[config.mk]
export PLATFORM = sky130hd
export DESIGN_NAME = csi_rx_dly_cal
export DESIGN_NICKNAME = d
export VERILOG_FILES = /design/src/rtl/csi_rx_dly_cal.sv
export SDC_FILE = /design/constraint.sdc
export NUM_CORES = 1
export LEC_CHECK = 0
export CAP_MARGIN = 20
export CELL_PAD_IN_SITES_DETAIL_PLACEMENT = 2
export CELL_PAD_IN_SITES_GLOBAL_PLACEMENT = 2
export CORE_MARGIN = 4
export CORE_UTILIZATION = 35
export CTS_CLUSTER_DIAMETER = 30
export DETAILED_ROUTE_END_ITERATION = 6
export GPL_TIMING_DRIVEN = 0
export PLACE_DENSITY_LB_ADDON = 0.15
export SLEW_MARGIN = 20
export SYNTH_ARGS = -nofsm -noshare
export SYNTH_HDL_FRONTEND = slang
export SYNTH_SLANG_ARGS = --single-unit
[constraint.sdc]
create_clock -name byte_clock -period 6.07 [get_ports byte_clock]
set_clock_uncertainty 0.05 [all_clocks]
set_input_delay 1.214 -clock byte_clock [delete_from_list [all_inputs] [get_ports byte_clock]]
set_output_delay 1.214 -clock byte_clock [all_outputs]
set_load 0.01 [all_outputs]
[src/rtl/csi_rx_dly_cal.sv]
// Per-lane IDELAY tap calibrator: sweeps taps 0..31, scores SoT hits per tap, loads the eye centre.
// Optional macro CSI_DLY_CAL_MAP_EN exposes the per-tap pass map as good_map_o.
module csi_rx_dly_cal #(
  parameter logic [4:0]  DEFAULT_TAP = 5'd3,
  parameter int unsigned SETTLE_CYC  = 16,
  parameter int unsigned WIN_CYC     = 4096,
  parameter int unsigned MIN_HITS    = 4,
  parameter int unsigned MIN_EYE     = 3
) (
  input  logic        byte_clock,
  input  logic        reset_n,
  input  logic        cal_start,
  input  logic [7:0]  deser_byte,
  output logic [4:0]  dly_cnt,
  output logic        dly_ld,
  output logic        cal_busy,
  output logic        cal_done,
  output logic        cal_fail,
  output logic [5:0]  eye_len,
`ifdef CSI_DLY_CAL_MAP_EN
  output logic [31:0] good_map_o,
`endif
  output logic [2:0]  dbg_state
);

  // cal_start is a one-cycle request with no ready: it is taken only in IDLE and dropped otherwise.
  typedef enum logic [2:0] {
    S_IDLE    = 3'd0,
    S_LOAD    = 3'd1,
    S_SETTLE  = 3'd2,
    S_MEASURE = 3'd3,
    S_SCAN    = 3'd4,
    S_APPLY   = 3'd5
  } state_t;

  localparam logic [15:0] SETTLE_LAST = 16'(SETTLE_CYC - 1);
  localparam logic [15:0] WIN_LAST    = 16'(WIN_CYC - 1);
  localparam logic [15:0] MIN_HITS_W  = 16'(MIN_HITS);
  localparam logic [5:0]  MIN_EYE_W   = 6'(MIN_EYE);

  state_t      state_q, state_d;
  logic [4:0]  tap_q, tap_d;
  logic [15:0] cnt_q, cnt_d;
  logic [15:0] hit_cnt_q, hit_cnt_d;
  logic [7:0]  prev1_q, prev1_d;
  logic [7:0]  prev2_q, prev2_d;
  logic [31:0] good_map_q, good_map_d;
  logic [4:0]  scan_i_q, scan_i_d;
  logic [4:0]  cur_start_q, cur_start_d;
  logic [5:0]  cur_len_q, cur_len_d;
  logic [4:0]  best_start_q, best_start_d;
  logic [5:0]  best_len_q, best_len_d;
  logic [4:0]  dly_cnt_q, dly_cnt_d;
  logic        done_q, done_d;
  logic        fail_q, fail_d;
  logic [5:0]  eye_len_q, eye_len_d;

  logic [23:0] w24;
  logic        hit;
  logic [15:0] hit_sum;
  logic [5:0]  run_len;
  logic [4:0]  run_start;
  logic [5:0]  half_len;
  logic        ld_o;

  // 0xB8 following HS-zero, searched at every bit alignment across the 3-byte history.
  always_comb begin
    w24 = {deser_byte, prev1_q, prev2_q};
    hit = 1'b0;
    for (int k = 0; k < 8; k++) begin
      if (w24[k +: 16] == 16'hB800) hit = 1'b1;
    end
  end

  assign hit_sum  = (hit_cnt_q == 16'hFFFF) ? hit_cnt_q : hit_cnt_q + {15'd0, hit};
  assign half_len = (best_len_q - 6'd1) >> 1;

  always_comb begin
    state_d      = state_q;
    tap_d        = tap_q;
    cnt_d        = cnt_q;
    hit_cnt_d    = hit_cnt_q;
    prev1_d      = deser_byte;
    prev2_d      = prev1_q;
    good_map_d   = good_map_q;
    scan_i_d     = scan_i_q;
    cur_start_d  = cur_start_q;
    cur_len_d    = cur_len_q;
    best_start_d = best_start_q;
    best_len_d   = best_len_q;
    dly_cnt_d    = dly_cnt_q;
    done_d       = done_q;
    fail_d       = fail_q;
    eye_len_d    = eye_len_q;
    run_len      = 6'd0;
    run_start    = 5'd0;
    ld_o         = 1'b0;

    unique case (state_q)
      S_IDLE: begin
        if (cal_start) begin
          state_d    = S_LOAD;
          tap_d      = 5'd0;
          done_d     = 1'b0;
          fail_d     = 1'b0;
          good_map_d = 32'd0;
        end
      end
      S_LOAD: begin
        dly_cnt_d = tap_q;
        ld_o      = 1'b1;
        prev1_d   = 8'd0;
        prev2_d   = 8'd0;
        hit_cnt_d = 16'd0;
        cnt_d     = 16'd0;
        state_d   = S_SETTLE;
      end
      S_SETTLE: begin
        if (cnt_q == SETTLE_LAST) begin
          cnt_d   = 16'd0;
          state_d = S_MEASURE;
        end else begin
          cnt_d = cnt_q + 16'd1;
        end
      end
      S_MEASURE: begin
        hit_cnt_d = hit_sum;
        if (cnt_q == WIN_LAST) begin
          good_map_d[tap_q] = (hit_sum >= MIN_HITS_W);
          cnt_d = 16'd0;
          if (tap_q == 5'd31) begin
            state_d      = S_SCAN;
            scan_i_d     = 5'd0;
            cur_start_d  = 5'd0;
            cur_len_d    = 6'd0;
            best_start_d = 5'd0;
            best_len_d   = 6'd0;
          end else begin
            tap_d   = tap_q + 5'd1;
            state_d = S_LOAD;
          end
        end else begin
          cnt_d = cnt_q + 16'd1;
        end
      end
      S_SCAN: begin
        // Strictly-longer replaces the best, so equal runs keep the lower start.
        if (good_map_q[scan_i_q]) begin
          run_len     = cur_len_q + 6'd1;
          run_start   = (cur_len_q == 6'd0) ? scan_i_q : cur_start_q;
          cur_len_d   = run_len;
          cur_start_d = run_start;
          if (run_len > best_len_q) begin
            best_len_d   = run_len;
            best_start_d = run_start;
          end
        end else begin
          cur_len_d = 6'd0;
        end
        if (scan_i_q == 5'd31) state_d = S_APPLY;
        else                   scan_i_d = scan_i_q + 5'd1;
      end
      S_APPLY: begin
        ld_o      = 1'b1;
        eye_len_d = best_len_q;
        if (best_len_q >= MIN_EYE_W) begin
          dly_cnt_d = best_start_q + half_len[4:0];
          done_d    = 1'b1;
        end else begin
          dly_cnt_d = DEFAULT_TAP;
          fail_d    = 1'b1;
        end
        state_d = S_IDLE;
      end
      default: state_d = S_IDLE;
    endcase
  end

  always_ff @(posedge byte_clock or negedge reset_n) begin
    if (!reset_n) begin
      state_q      <= S_IDLE;
      tap_q        <= 5'd0;
      cnt_q        <= 16'd0;
      hit_cnt_q    <= 16'd0;
      prev1_q      <= 8'd0;
      prev2_q      <= 8'd0;
      good_map_q   <= 32'd0;
      scan_i_q     <= 5'd0;
      cur_start_q  <= 5'd0;
      cur_len_q    <= 6'd0;
      best_start_q <= 5'd0;
      best_len_q   <= 6'd0;
      dly_cnt_q    <= DEFAULT_TAP;
      done_q       <= 1'b0;
      fail_q       <= 1'b0;
      eye_len_q    <= 6'd0;
    end else begin
      state_q      <= state_d;
      tap_q        <= tap_d;
      cnt_q        <= cnt_d;
      hit_cnt_q    <= hit_cnt_d;
      prev1_q      <= prev1_d;
      prev2_q      <= prev2_d;
      good_map_q   <= good_map_d;
      scan_i_q     <= scan_i_d;
      cur_start_q  <= cur_start_d;
      cur_len_q    <= cur_len_d;
      best_start_q <= best_start_d;
      best_len_q   <= best_len_d;
      dly_cnt_q    <= dly_cnt_d;
      done_q       <= done_d;
      fail_q       <= fail_d;
      eye_len_q    <= eye_len_d;
    end
  end

  // dly_cnt is presented in the same cycle as the load strobe, then held in dly_cnt_q.
  assign dly_cnt   = dly_cnt_d;
  assign dly_ld    = ld_o;
  assign cal_busy  = (state_q != S_IDLE);
  assign cal_done  = done_q;
  assign cal_fail  = fail_q;
  assign eye_len   = eye_len_q;
  assign dbg_state = state_q;

`ifdef CSI_DLY_CAL_MAP_EN
  assign good_map_o = good_map_q;
`endif

endmodule

==> impl_metrics.env, run 1 <==
export IMPL_place_congestion=0.812
export IMPL_synth_compound_area_share_pct=17.6
export IMPL_antenna_left=0
export IMPL_syn_nets=863
export IMPL_fmax_mhz=209
export IMPL_ctsResizeCount=0
export IMPL_status="finished, final reports clean"
export IMPL_multi_input_area_um2=3850
export IMPL_die_x_um=154
export IMPL_grt_max_degree=68
export IMPL_drt_iter0_markers=342
export IMPL_start_util_pct=35.4
export IMPL_via_per_inst=5.64
export IMPL_start_kind="flip-flop"
export IMPL_rows=53
export IMPL_wire_per_inst_um=21.4
export IMPL_min_path_type="flip-flop to flip-flop"
export IMPL_hold_viol_final=0
export IMPL_end_kind="output port"
export IMPL_vias=6552
export IMPL_crit_path_frequent_cell="ha_1"
export IMPL_async_reset_ff_share_pct=100
export IMPL_syn_avg_cell_area_um2=8.98
export IMPL_clock_latency_ns=0.44
export IMPL_worst_pin_slew_ns=0.970
export IMPL_synth_xor_area_share_pct=2.95
export IMPL_worstPathRequired_ns=4.81
export IMPL_yosys_area_share_adder_pct=4.48
export IMPL_numCtsBuffers=17
export IMPL_yosysSeqAreaShare_pct=43.2
export IMPL_synth_top_flop_cell="dfrtp_1"
export IMPL_cts_hold_fix_buffers=0
export IMPL_drt_wl_total_um=24900
export IMPL_ir_worst_vdd_v=0.000128
export IMPL_arrival_ns=3.52
export IMPL_total_power_mw=2.01
export IMPL_grt_pass1_vias=7417
export IMPL_core_area_um2=21000
export IMPL_drive_gt1_share_pct=8.91
export IMPL_cts_buffer_depth=2
export IMPL_powerDensity_nw_per_um2=230
export IMPL_syn_inst=826
export IMPL_setup_tns_ns=0
export IMPL_cpPeakStageDelay_ns=0.61
export IMPL_setup_violations_final=0
export IMPL_grtUsageMet1_pct=28.1
export IMPL_fp_dieArea_um2=23600
export IMPL_fillers=2331
export IMPL_synth_edff_count=0
export IMPL_drc_errors=0
export IMPL_numPortBuffers=28
export IMPL_ys_seq_elements=128
export IMPL_overflow=0
export IMPL_top_usage_layer="met2"
export IMPL_cts_setup_buffers=0
export IMPL_critPathKind="flip-flop to output port"
export IMPL_fin_hold_ws_ns=0.433
export IMPL_final_core_util_pct=41.6
export IMPL_die_height_um=154
export IMPL_synth_distinct_cells=61
export IMPL_diodes=0
export IMPL_fin_nets=912
export IMPL_htreeDepth=4
export IMPL_critical_path_cell_chain="inv_1, ha_1, xor2_1, ha_1, a21o_1, a21oi_1, xnor2_1, a31oi_1, o21ai_0, clkdlybuf4s50_1"
export IMPL_layout_min_cycle_time_ns=4.78
export IMPL_ios=29
export IMPL_synth_simple_area_share_pct=20.2
export IMPL_final_max_slew_viol_count=0
export IMPL_met2_usage_pct=38.2
export IMPL_muxShareOfSynthArea_pct=6.56
export IMPL_hpwl_um=17500
export IMPL_syn_area_um2=7420
export IMPL_clkTransAtPathRegs_ns=0.06
export IMPL_antenna_found_initial=0
export IMPL_grtUsageTotal_pct=21.8
export IMPL_cts_tree="done"
export IMPL_clock_sinks=128
export IMPL_fin_crit_sh_pct=78.8
export IMPL_maxCapViolCount=0
export IMPL_grt_pass1_wl_um=41700
export IMPL_cp_slowest_cell="clkdlybuf4s50_1"
export IMPL_synth_top_family_by_area="simple AND/OR/NAND/NOR gates"
export IMPL_grt_util_met3_pct=4.08
export IMPL_area_delta_synth_final_pct=17.3
export IMPL_firstDrtPassIters=4
export IMPL_max_slew_margin_pct=35.2
export IMPL_power_leakage_nw=3.47
export IMPL_yosys_warnings=0
export IMPL_root_buffer="clkbuf_16"
export IMPL_critical_path_max_fanout=4
export IMPL_seq_area_um2=3210
export IMPL_rsz0062_at_grt="false"
-- logic make-up (layout without fill, tap and decap cells) --
family                     Yosys count  in the layout
muxes                               39             39
buffers and inverters               89            150
adders and majority gates           26             26
DFF                                128            128
and+or+nand+nor                    285            285
AOI/OAI and AO/OA                  234            234
xor gates and xnor gates            25             25
-- sequential cells by signal (all words and copies together) (netlist names), 6 cells and up --
name        count
best_len_q      6
prev2_q         8
good_map_q     32
hit_cnt_q      16
cnt_q          16
prev1_q         8
cur_len_q       6
eye_len         6
-- report_power, final --
part | leakage, nW | total [mW] | switching [mW] | internal [mW]
sequential | 1.55 | 0.864 | 0.00496 | 0.859
combinational | 1.64 | 0.0378 | 0.0246 | 0.0132
clock | 0.283 | 1.10 | 0.421 | 0.683
total | 3.47 | 2.01 | 0.451 | 1.56
-- cells in the mapped netlist (2+ instances only) --
| cell | number | area (µm²) |
|---|---|---|
| dfrtp_1 | 126 | 3150 |
| o21ai_0 | 99 | 495 |
| nand2_1 | 70 | 263 |
| nand3_1 | 56 | 280 |
| a21oi_1 | 54 | 270 |
| nor2_1 | 47 | 176 |
| clkbuf_1 | 39 | 146 |
| o21ai_1 | 30 | 150 |
| inv_1 | 26 | 97.6 |
| ha_1 | 25 | 313 |
| mux2i_1 | 25 | 250 |
| nor2b_1 | 23 | 144 |
| nor3_1 | 18 | 90.1 |
| xnor2_1 | 16 | 140 |
| nand4_1 | 12 | 75.1 |
| a22o_1 | 11 | 96.3 |
| and3_1 | 11 | 68.8 |
| buf_2 | 10 | 50.1 |
| a31oi_1 | 9 | 56.3 |
| xor2_1 | 9 | 78.8 |
| buf_4 | 7 | 52.6 |
| mux2_2 | 7 | 78.8 |
| mux4_2 | 7 | 158 |
| nor4_1 | 7 | 43.8 |
| nor4b_1 | 6 | 52.6 |
| o31ai_1 | 6 | 45.0 |
| buf_1 | 5 | 18.8 |
| o22ai_1 | 5 | 31.3 |
| a21o_1 | 4 | 30.0 |
| nand2b_1 | 4 | 25.0 |
| nor3b_1 | 4 | 30.0 |
| nor4bb_1 | 4 | 40.0 |
| and2_1 | 3 | 18.8 |
| and4_1 | 3 | 26.3 |
| o211ai_1 | 3 | 22.5 |
| o21a_1 | 3 | 22.5 |
| a211oi_1 | 2 | 15.0 |
| and3b_1 | 2 | 17.5 |
| dfstp_2 | 2 | 52.6 |
| nand3b_1 | 2 | 15.0 |
| nor4_2 | 2 | 25.0 |
| or2_2 | 2 | 12.5 |
| or3_1 | 2 | 12.5 |
-- per-stage QoR --
step	setup slack, ns	std cells	cell area (µm²)
after floorplan	2.48	826	7420
after global placement	-1.59	1129	8050
after detailed placement	1.09	1131	8090
after CTS	1.21	1162	8710
after global routing	1.07	1162	8710
final	1.29	1162	8710
-- worst paths after layout --
path,from,to,slack (ns),depth (start not counted)
worst max-delay path,best_len_q[0]$_DFFE_PN0P_,dly_cnt[3],1.29,10
worst min-delay path,eye_len[5]$_DFFE_PN0P_,eye_len[5]$_DFFE_PN0P_,0.43,2
worst max register to register,prev1_q[5]$_DFF_PN0_,good_map_q[31]$_DFFE_PN0P_,2.36,16
worst min register to register,eye_len[5]$_DFFE_PN0P_,eye_len[5]$_DFFE_PN0P_,0.43,2
max in group asynchronous,reset_n,tap_q[4]$_DFFE_PN0P_,4.55,2
min in group asynchronous,reset_n,prev2_q[7]$_DFF_PN0_,0.67,1
-- cell type report --
| class | instances | share of cell area [%] |
|---|---|---|
| clock buffers | 17 | 4.89 |
| well taps | 275 | 3.95 |
| plain buffers | 62 | 3.13 |
| clock inverters | 14 | 2.21 |
| repair buffers | 30 | 3.65 |
| multi-input cells | 609 | 44.2 |
| flip-flops and latches | 128 | 36.8 |
| inverters | 27 | 1.16 |
-- layer usage --
metal,share of wire (%),vias to the layer above,routed length [µm]
met3,2.4,31,595
met5,0,-,0
li1,-,3064,-
met4,1.3,0,326
met2,50,80,12500
met1,46,3377,11500
-- critical path, delay by kind of cell, from the launching register on --
kind	cells	cell delay [ns]
AOI/OAI and AO/OA	4	0.89
buffers and inverters	2	0.74
adders and majority gates	2	0.54
xor gates and xnor gates	2	0.49
DFF	1	0.43
-- cells in the final DEF, fill, tap and decap left out, types with 7 or more instances in the layout --
cell	n
a21oi_1	54
a22o_1	11
a31oi_1	9
and3_1	11
buf_2	11
buf_4	7
clkbuf_1	39
clkbuf_16	17
clkdlybuf4s50_1	27
dfrtp_1	126
ha_1	25
inv_1	26
mux2_2	7
mux2i_1	25
mux4_2	7
nand2_1	70
nand3_1	56
nand4_1	12
nor2_1	47
nor2b_1	23
nor3_1	18
o21ai_0	99
o21ai_1	30
xnor2_1	16
xor2_1	9
(Power assumes the default switching activity.)
==> inputs of run 2 (changes only) <==
- clock period: 6.07 -> 4.6 ns (I/O delays scaled with it)
==> run 2 against run 1 <==
  * Total power is 32% higher
  * First-iteration DRC count down 14%
  * Utilization did not move
  * Register-to-register slack got worse by 1.4 ns
  * Combinational power increased by 31%
  * Count of clock-buffer cells in the layout stayed put
==> impl_metrics.env, run 2 (synthesis results as in run 1) <==
export IMPL_die_x_um=154
export IMPL_start_kind="flip-flop"
export IMPL_final_core_util_pct=41.6
export IMPL_clock_sinks=128
export IMPL_die_height_um=154
export IMPL_cts_setup_buffers=0
export IMPL_critPathBufInv=3
export IMPL_drt_wl_total_um=24900
export IMPL_fin_crit_sh_pct=95.3
export IMPL_r2r_slack_ns=0.92
export IMPL_hpwl_um=17500
export IMPL_worstPathRequired_ns=3.63
export IMPL_maxCapViolCount=0
export IMPL_htreeDepth=4
export IMPL_drc_errors=0
export IMPL_area_delta_synth_final_pct=17.3
export IMPL_ctsResizeCount=0
export IMPL_ios=29
export IMPL_numPortBuffers=28
export IMPL_setup_violations_final=0
export IMPL_rsz0062_at_grt="false"
export IMPL_end_kind="output port"
export IMPL_top_register="good_map_q"
export IMPL_status="finished, final reports clean"
export IMPL_dpl_worst_slack_ns=-0.0837
export IMPL_cp_slowest_cell="clkdlybuf4s50_1"
export IMPL_internal_power_mw=2.05
export IMPL_cts_tree="done"
export IMPL_diodes=0
export IMPL_most_common_layout_cells="dfrtp_1 (126), o21ai_0 (98), nand2_1 (70)"
export IMPL_start_util_pct=35.4
export IMPL_cts_hold_fix_buffers=0
export IMPL_switching_share_pct=22.5
export IMPL_layout_setup_ws_ns=0.217
export IMPL_final_max_slew_viol_count=0
export IMPL_worst_pin_slew_ns=0.973
export IMPL_arrival_ns=3.41
export IMPL_critPathKind="flip-flop to output port"
export IMPL_drt_iter0_markers=295
export IMPL_final_common_cell="dfrtp_1"
export IMPL_grt_max_degree=68
export IMPL_dp_cells=1131
export IMPL_cpPeakStageDelay_ns=0.60
export IMPL_worstSetupStartpoint="best_len_q[0]$_DFFE_PN0P_"
export IMPL_r2r_end="good_map_q[2]$_DFFE_PN0P_"
export IMPL_overflow=0
export IMPL_place_congestion=0.812
export IMPL_finalNonFillerCells=1162
export IMPL_wire_per_inst_um=21.4
export IMPL_firstDrtPassIters=4
export IMPL_p_clk_share_pct=55.1
export IMPL_drive_gt1_share_pct=8.91
export IMPL_reg_largest_list="good_map_q: 32 flops, cnt_q: 16 flops, hit_cnt_q: 16 flops"
export IMPL_grt_pass1_vias=7417
export IMPL_critical_path_max_fanout=4
export IMPL_critical_path_cell_chain="inv_1, ha_1, inv_1, ha_1, fa_1, a21o_1, a21oi_1, xnor2_1, a31oi_1, o21ai_0, clkdlybuf4s50_1"
export IMPL_fin_nets=912
export IMPL_r2r_start="prev1_q[5]$_DFF_PN0_"
export IMPL_powerDensity_nw_per_um2=304
export IMPL_cp_top_family="adder cells"
export IMPL_root_buffer="clkbuf_16"
export IMPL_power_switching_mw=0.595
export IMPL_antenna_found_initial=0
export IMPL_antenna_left=0
export IMPL_clock_latency_ns=0.44
export IMPL_fp_dieArea_um2=23600
export IMPL_numCtsBuffers=17
export IMPL_clkTransAtPathRegs_ns=0.06
export IMPL_largest_reg_flops=32
export IMPL_rows=53
export IMPL_vias=6547
export IMPL_layout_min_cycle_time_ns=4.38
export IMPL_grt_pass1_wl_um=41700
export IMPL_p_comb_share_pct=1.9
export IMPL_hold_viol_final=0
export IMPL_via_per_inst=5.63
export IMPL_cts_buffer_depth=2
export IMPL_fillers=2331
export IMPL_grtUsageTotal_pct=21.8
export IMPL_min_path_type="primary input to async pin"
export IMPL_core_area_um2=21000
export IMPL_fmax_mhz=228
export IMPL_ff2ff_path_depth=15
export IMPL_max_slew_margin_pct=35.0
export IMPL_pwr_share_seq_pct=43.1
export IMPL_ir_worst_vdd_v=0.000168
export IMPL_power_leakage_nw=3.47
[run 2: stage by stage]
stage	instance area (µm²)	hold WS (ns)	power, mW	TNS, ns
floorplan	7420	0.396	1.17	0
global placement	8050	0.417	1.21	-350.18
detailed placement	8090	0.425	1.21	-1.91
CTS	8710	0.390	2.68	0
global route	8710	0.392	2.74	0
finish	8710	0.377	2.65	0
[run 2: power by group through the flow]
stage                     Sequential [mW]  Clock [mW]  Combinational, mW
final                                1.14        1.46             0.0497
after global routing                 1.14        1.54             0.0570
after CTS                            1.14        1.49             0.0518
after detailed placement             1.16           0             0.0514
after global placement               1.16           0             0.0457
after floorplan                      1.16           0            0.00945
[run 2: layout make-up]
class / instances / area (µm²) / area share [%]
multi-input cells: 609 / 3850 / 44.2
flip-flops and latches: 128 / 3210 / 36.8
clock buffers: 17 / 425 / 4.89
well taps: 275 / 344 / 3.95
repair buffers: 30 / 318 / 3.65
plain buffers: 62 / 273 / 3.13
clock inverters: 14 / 193 / 2.21
inverters: 27 / 101 / 1.16
[run 2: metal layers]
layer	GRT usage [%]	vias up	wire, µm
met3	4.08	28	600
li1	-	3063	-
met5	0	-	0
met2	38.2	86	12500
met1	28.1	3370	11500
met4	5.00	0	310
[run 2: how the worst max path moves through the flow]
stage	endpoint	slack, ns	cells after the start
2_1_floorplan	good_map_q[10]$_DFFE_PN0P_	1.30	13
3_3_place_gp	good_map_q[14]$_DFFE_PN0P_	-2.77	1
3_5_place_dp	good_map_q[9]$_DFFE_PN0P_	-0.08	14
4_1_cts	dly_cnt[3]	0.04	10
5_1_grt	dly_cnt[4]	0.01	11
6_report	dly_cnt[4]	0.22	11
[run 2: worst reg2reg max path: stages, from the launching register on]
cell      delay, ns
dfrtp_1        0.44
nand2b_1       0.11
nor3_1         0.14
nand2_1        0.10
nor4b_1        0.31
a21oi_1        0.07
o22ai_1        0.16
o21a_1         0.16
ha_1           0.22
ha_1           0.25
nand2_2        0.12
o31ai_1        0.30
o21ai_0        0.23
nor4_4         0.53
buf_4          0.27
o21ai_1        0.10
==> inputs of run 3 (changes only) <==
- HOLD_SLACK_MARGIN: unset -> 0.05
- SLEW_MARGIN: 20 -> 40
==> run 3 against run 2 <==
  * Total power shrank 0.33%
  * Fmax shrank 0.17%
  * Hold slack gained 0.0026 ns
  * Combinational power is essentially flat
  * Global-route usage shrank 0.13 points
  * First-iteration DRC count shrank 14%
  * Register-to-register slack lost 0.09 ns
  * Final area grew 0.37%
  * Critical endpoint is now dly_cnt[3]
  * Highest routed layer unchanged
==> impl_metrics.env, run 3 (synthesis results as in run 1) <==
export IMPL_power_leakage_nw=3.49
export IMPL_antenna_left=0
export IMPL_die_height_um=154
export IMPL_clkTransAtPathRegs_ns=0.06
export IMPL_numPortBuffers=28
export IMPL_antenna_found_initial=0
export IMPL_hpwl_um=17500
export IMPL_end_kind="output port"
export IMPL_ir_worst_vdd_v=0.000170
export IMPL_area_delta_synth_final_pct=17.8
export IMPL_root_buffer="clkbuf_16"
export IMPL_final_max_slew_viol_count=0
export IMPL_largest_reg_flops=32
export IMPL_arrival_ns=3.42
export IMPL_overflow=0
export IMPL_htreeDepth=4
export IMPL_numCtsBuffers=17
export IMPL_dpl_worst_slack_ns=-0.106
export IMPL_stdcell_area_um2=8740
export IMPL_start_kind="flip-flop"
export IMPL_cts_tree="done"
export IMPL_via_per_inst=5.65
export IMPL_clock_sinks=128
export IMPL_fin_crit_sh_pct=95.5
export IMPL_grt_max_degree=68
export IMPL_critical_path_max_fanout=4
export IMPL_fin_hold_ws_ns=0.380
export IMPL_grt_pass1_wl_um=41500
export IMPL_fp_dieArea_um2=23600
export IMPL_max_slew_margin_pct=46.7
export IMPL_vias=6570
export IMPL_layout_setup_ws_ns=0.209
export IMPL_worst_pin_slew_ns=0.793
export IMPL_rows=53
export IMPL_drt_iter0_markers=253
export IMPL_maxCapViolCount=0
export IMPL_cts_buffer_depth=2
export IMPL_critPathKind="flip-flop to output port"
export IMPL_cts_hold_fix_buffers=0
export IMPL_drt_wl_total_um=24900
export IMPL_layout_min_cycle_time_ns=4.39
export IMPL_hold_viol_final=0
export IMPL_reg_largest_list="good_map_q: 32 flops, cnt_q: 16 flops, hit_cnt_q: 16 flops"
export IMPL_min_path_type="primary input to async pin"
export IMPL_worstPathRequired_ns=3.63
export IMPL_r2r_slack_ns=0.83
export IMPL_fillers=2361
export IMPL_setup_violations_final=0
export IMPL_setup_tns_ns=0
export IMPL_wire_per_inst_um=21.4
export IMPL_placed_cell_area_um2=8090
export IMPL_cp_top_family="compound AO/OA/AOI/OAI gates"
export IMPL_grtUsageTotal_pct=21.7
export IMPL_status="finished, final reports clean"
export IMPL_drc_errors=0
export IMPL_clock_latency_ns=0.43
export IMPL_firstDrtPassIters=4
export IMPL_place_congestion=0.812
export IMPL_start_util_pct=35.4
export IMPL_fmax_mhz=228
export IMPL_drive_gt1_share_pct=9.58
export IMPL_crit_path_frequent_cell="ha_1"
export IMPL_grt_pass1_vias=7482
export IMPL_final_common_cell="dfrtp_1"
export IMPL_core_area_um2=21000
export IMPL_most_common_layout_cells="dfrtp_1 (126), o21ai_0 (98), nand2_1 (70)"
export IMPL_rsz0062_at_grt="false"
export IMPL_die_x_um=154
export IMPL_critical_path_cell_chain="inv_1, ha_1, xor2_1, ha_1, a21o_1, a21oi_1, xnor2_1, a31oi_1, o21ai_1, clkdlybuf4s50_1"
export IMPL_powerDensity_nw_per_um2=302
export IMPL_critPathBufInv=2
export IMPL_ios=29
export IMPL_final_core_util_pct=41.7
export IMPL_fin_nets=912
export IMPL_cpPeakStageDelay_ns=0.58
export IMPL_top_register="good_map_q"
export IMPL_diodes=0
export IMPL_cp_slowest_cell="clkdlybuf4s50_1"
## run 3: cell types whose count changed in the layout (fill, tap and decap cells not counted)
cell	delta
nor3_1	-1
nor4_2	+2
nor3b_2	+3
nor3_2	+1
nor3b_1	-3
nor4_1	-2
## run 3: final timing paths
| check | cells past startpoint | endpoint | start |
|---|---|---|---|
| max | 10 | dly_cnt[3] | best_len_q[1]$_DFFE_PN0P_ |
| min | 1 | prev1_q[0]$_DFF_PN0_ | reset_n |
| max reg2reg | 13 | good_map_q[2]$_DFFE_PN0P_ | prev1_q[3]$_DFF_PN0_ |
| min reg2reg | 2 | eye_len[5]$_DFFE_PN0P_ | eye_len[5]$_DFFE_PN0P_ |
| max in group asynchronous | 2 | dly_cnt_q[1]$_DFF_PN1_ | reset_n |
| min in group byte_clock | 2 | eye_len[5]$_DFFE_PN0P_ | eye_len[5]$_DFFE_PN0P_ |
## run 3: final cells by class
class / instances / area, µm² / share of cell area (%)
Timing Repair Buffer: 30 / 318 / 3.64
Tap cell: 275 / 344 / 3.94
Multi-Input combinational cell: 609 / 3880 / 44.4
Clock inverter: 14 / 193 / 2.20
Clock buffer: 17 / 425 / 4.87
Inverter: 27 / 101 / 1.16
Sequential cell: 128 / 3210 / 36.7
Buffer: 62 / 273 / 3.12
## run 3: power breakdown
group          switching [mW]  total, mW  leakage, nW  internal [mW]
clock network           0.547       1.45        0.283          0.902
logic                  0.0321     0.0495         1.66         0.0174
registers             0.00703       1.14         1.55           1.13
total                   0.586       2.64         3.49           2.05
## run 3: metal layers
layer | up-vias | part of all wire [%] | GRT usage (%)
li1 | 3061 | - | -
met1 | 3402 | 45 | 27.9
met2 | 76 | 51 | 37.7
met3 | 31 | 2.2 | 3.21
met4 | 0 | 2.1 | 6.69
met5 | - | 0 | 0
## run 3: worst register-to-register path, cell delays in order (launching register included)
cell      delay [ns]
dfrtp_1         0.45
nor4b_1         0.54
o211ai_1        0.19
a21oi_1         0.20
o21a_1          0.15
ha_1            0.23
ha_1            0.25
nand2_1         0.13
a21oi_1         0.22
a32o_1          0.21
nand4_1         0.15
nor4_4          0.51
buf_4           0.27
o21ai_1         0.11
## run 3: stage by stage
stage / power, mW / instances
5_1_grt: 2.73 / 1162
3_3_place_gp: 1.21 / 1129
3_5_place_dp: 1.21 / 1131
6_report: 2.64 / 1162
4_1_cts: 2.67 / 1162
2_1_floorplan: 1.17 / 826
## run 3: repair_timing
item | in CTS | in global routing
hold endpoints to repair | 0 | 0
buffers inserted | 0 | 0
endpoints found under the setup margin | 0 | 1
resized for setup | 0 | 1
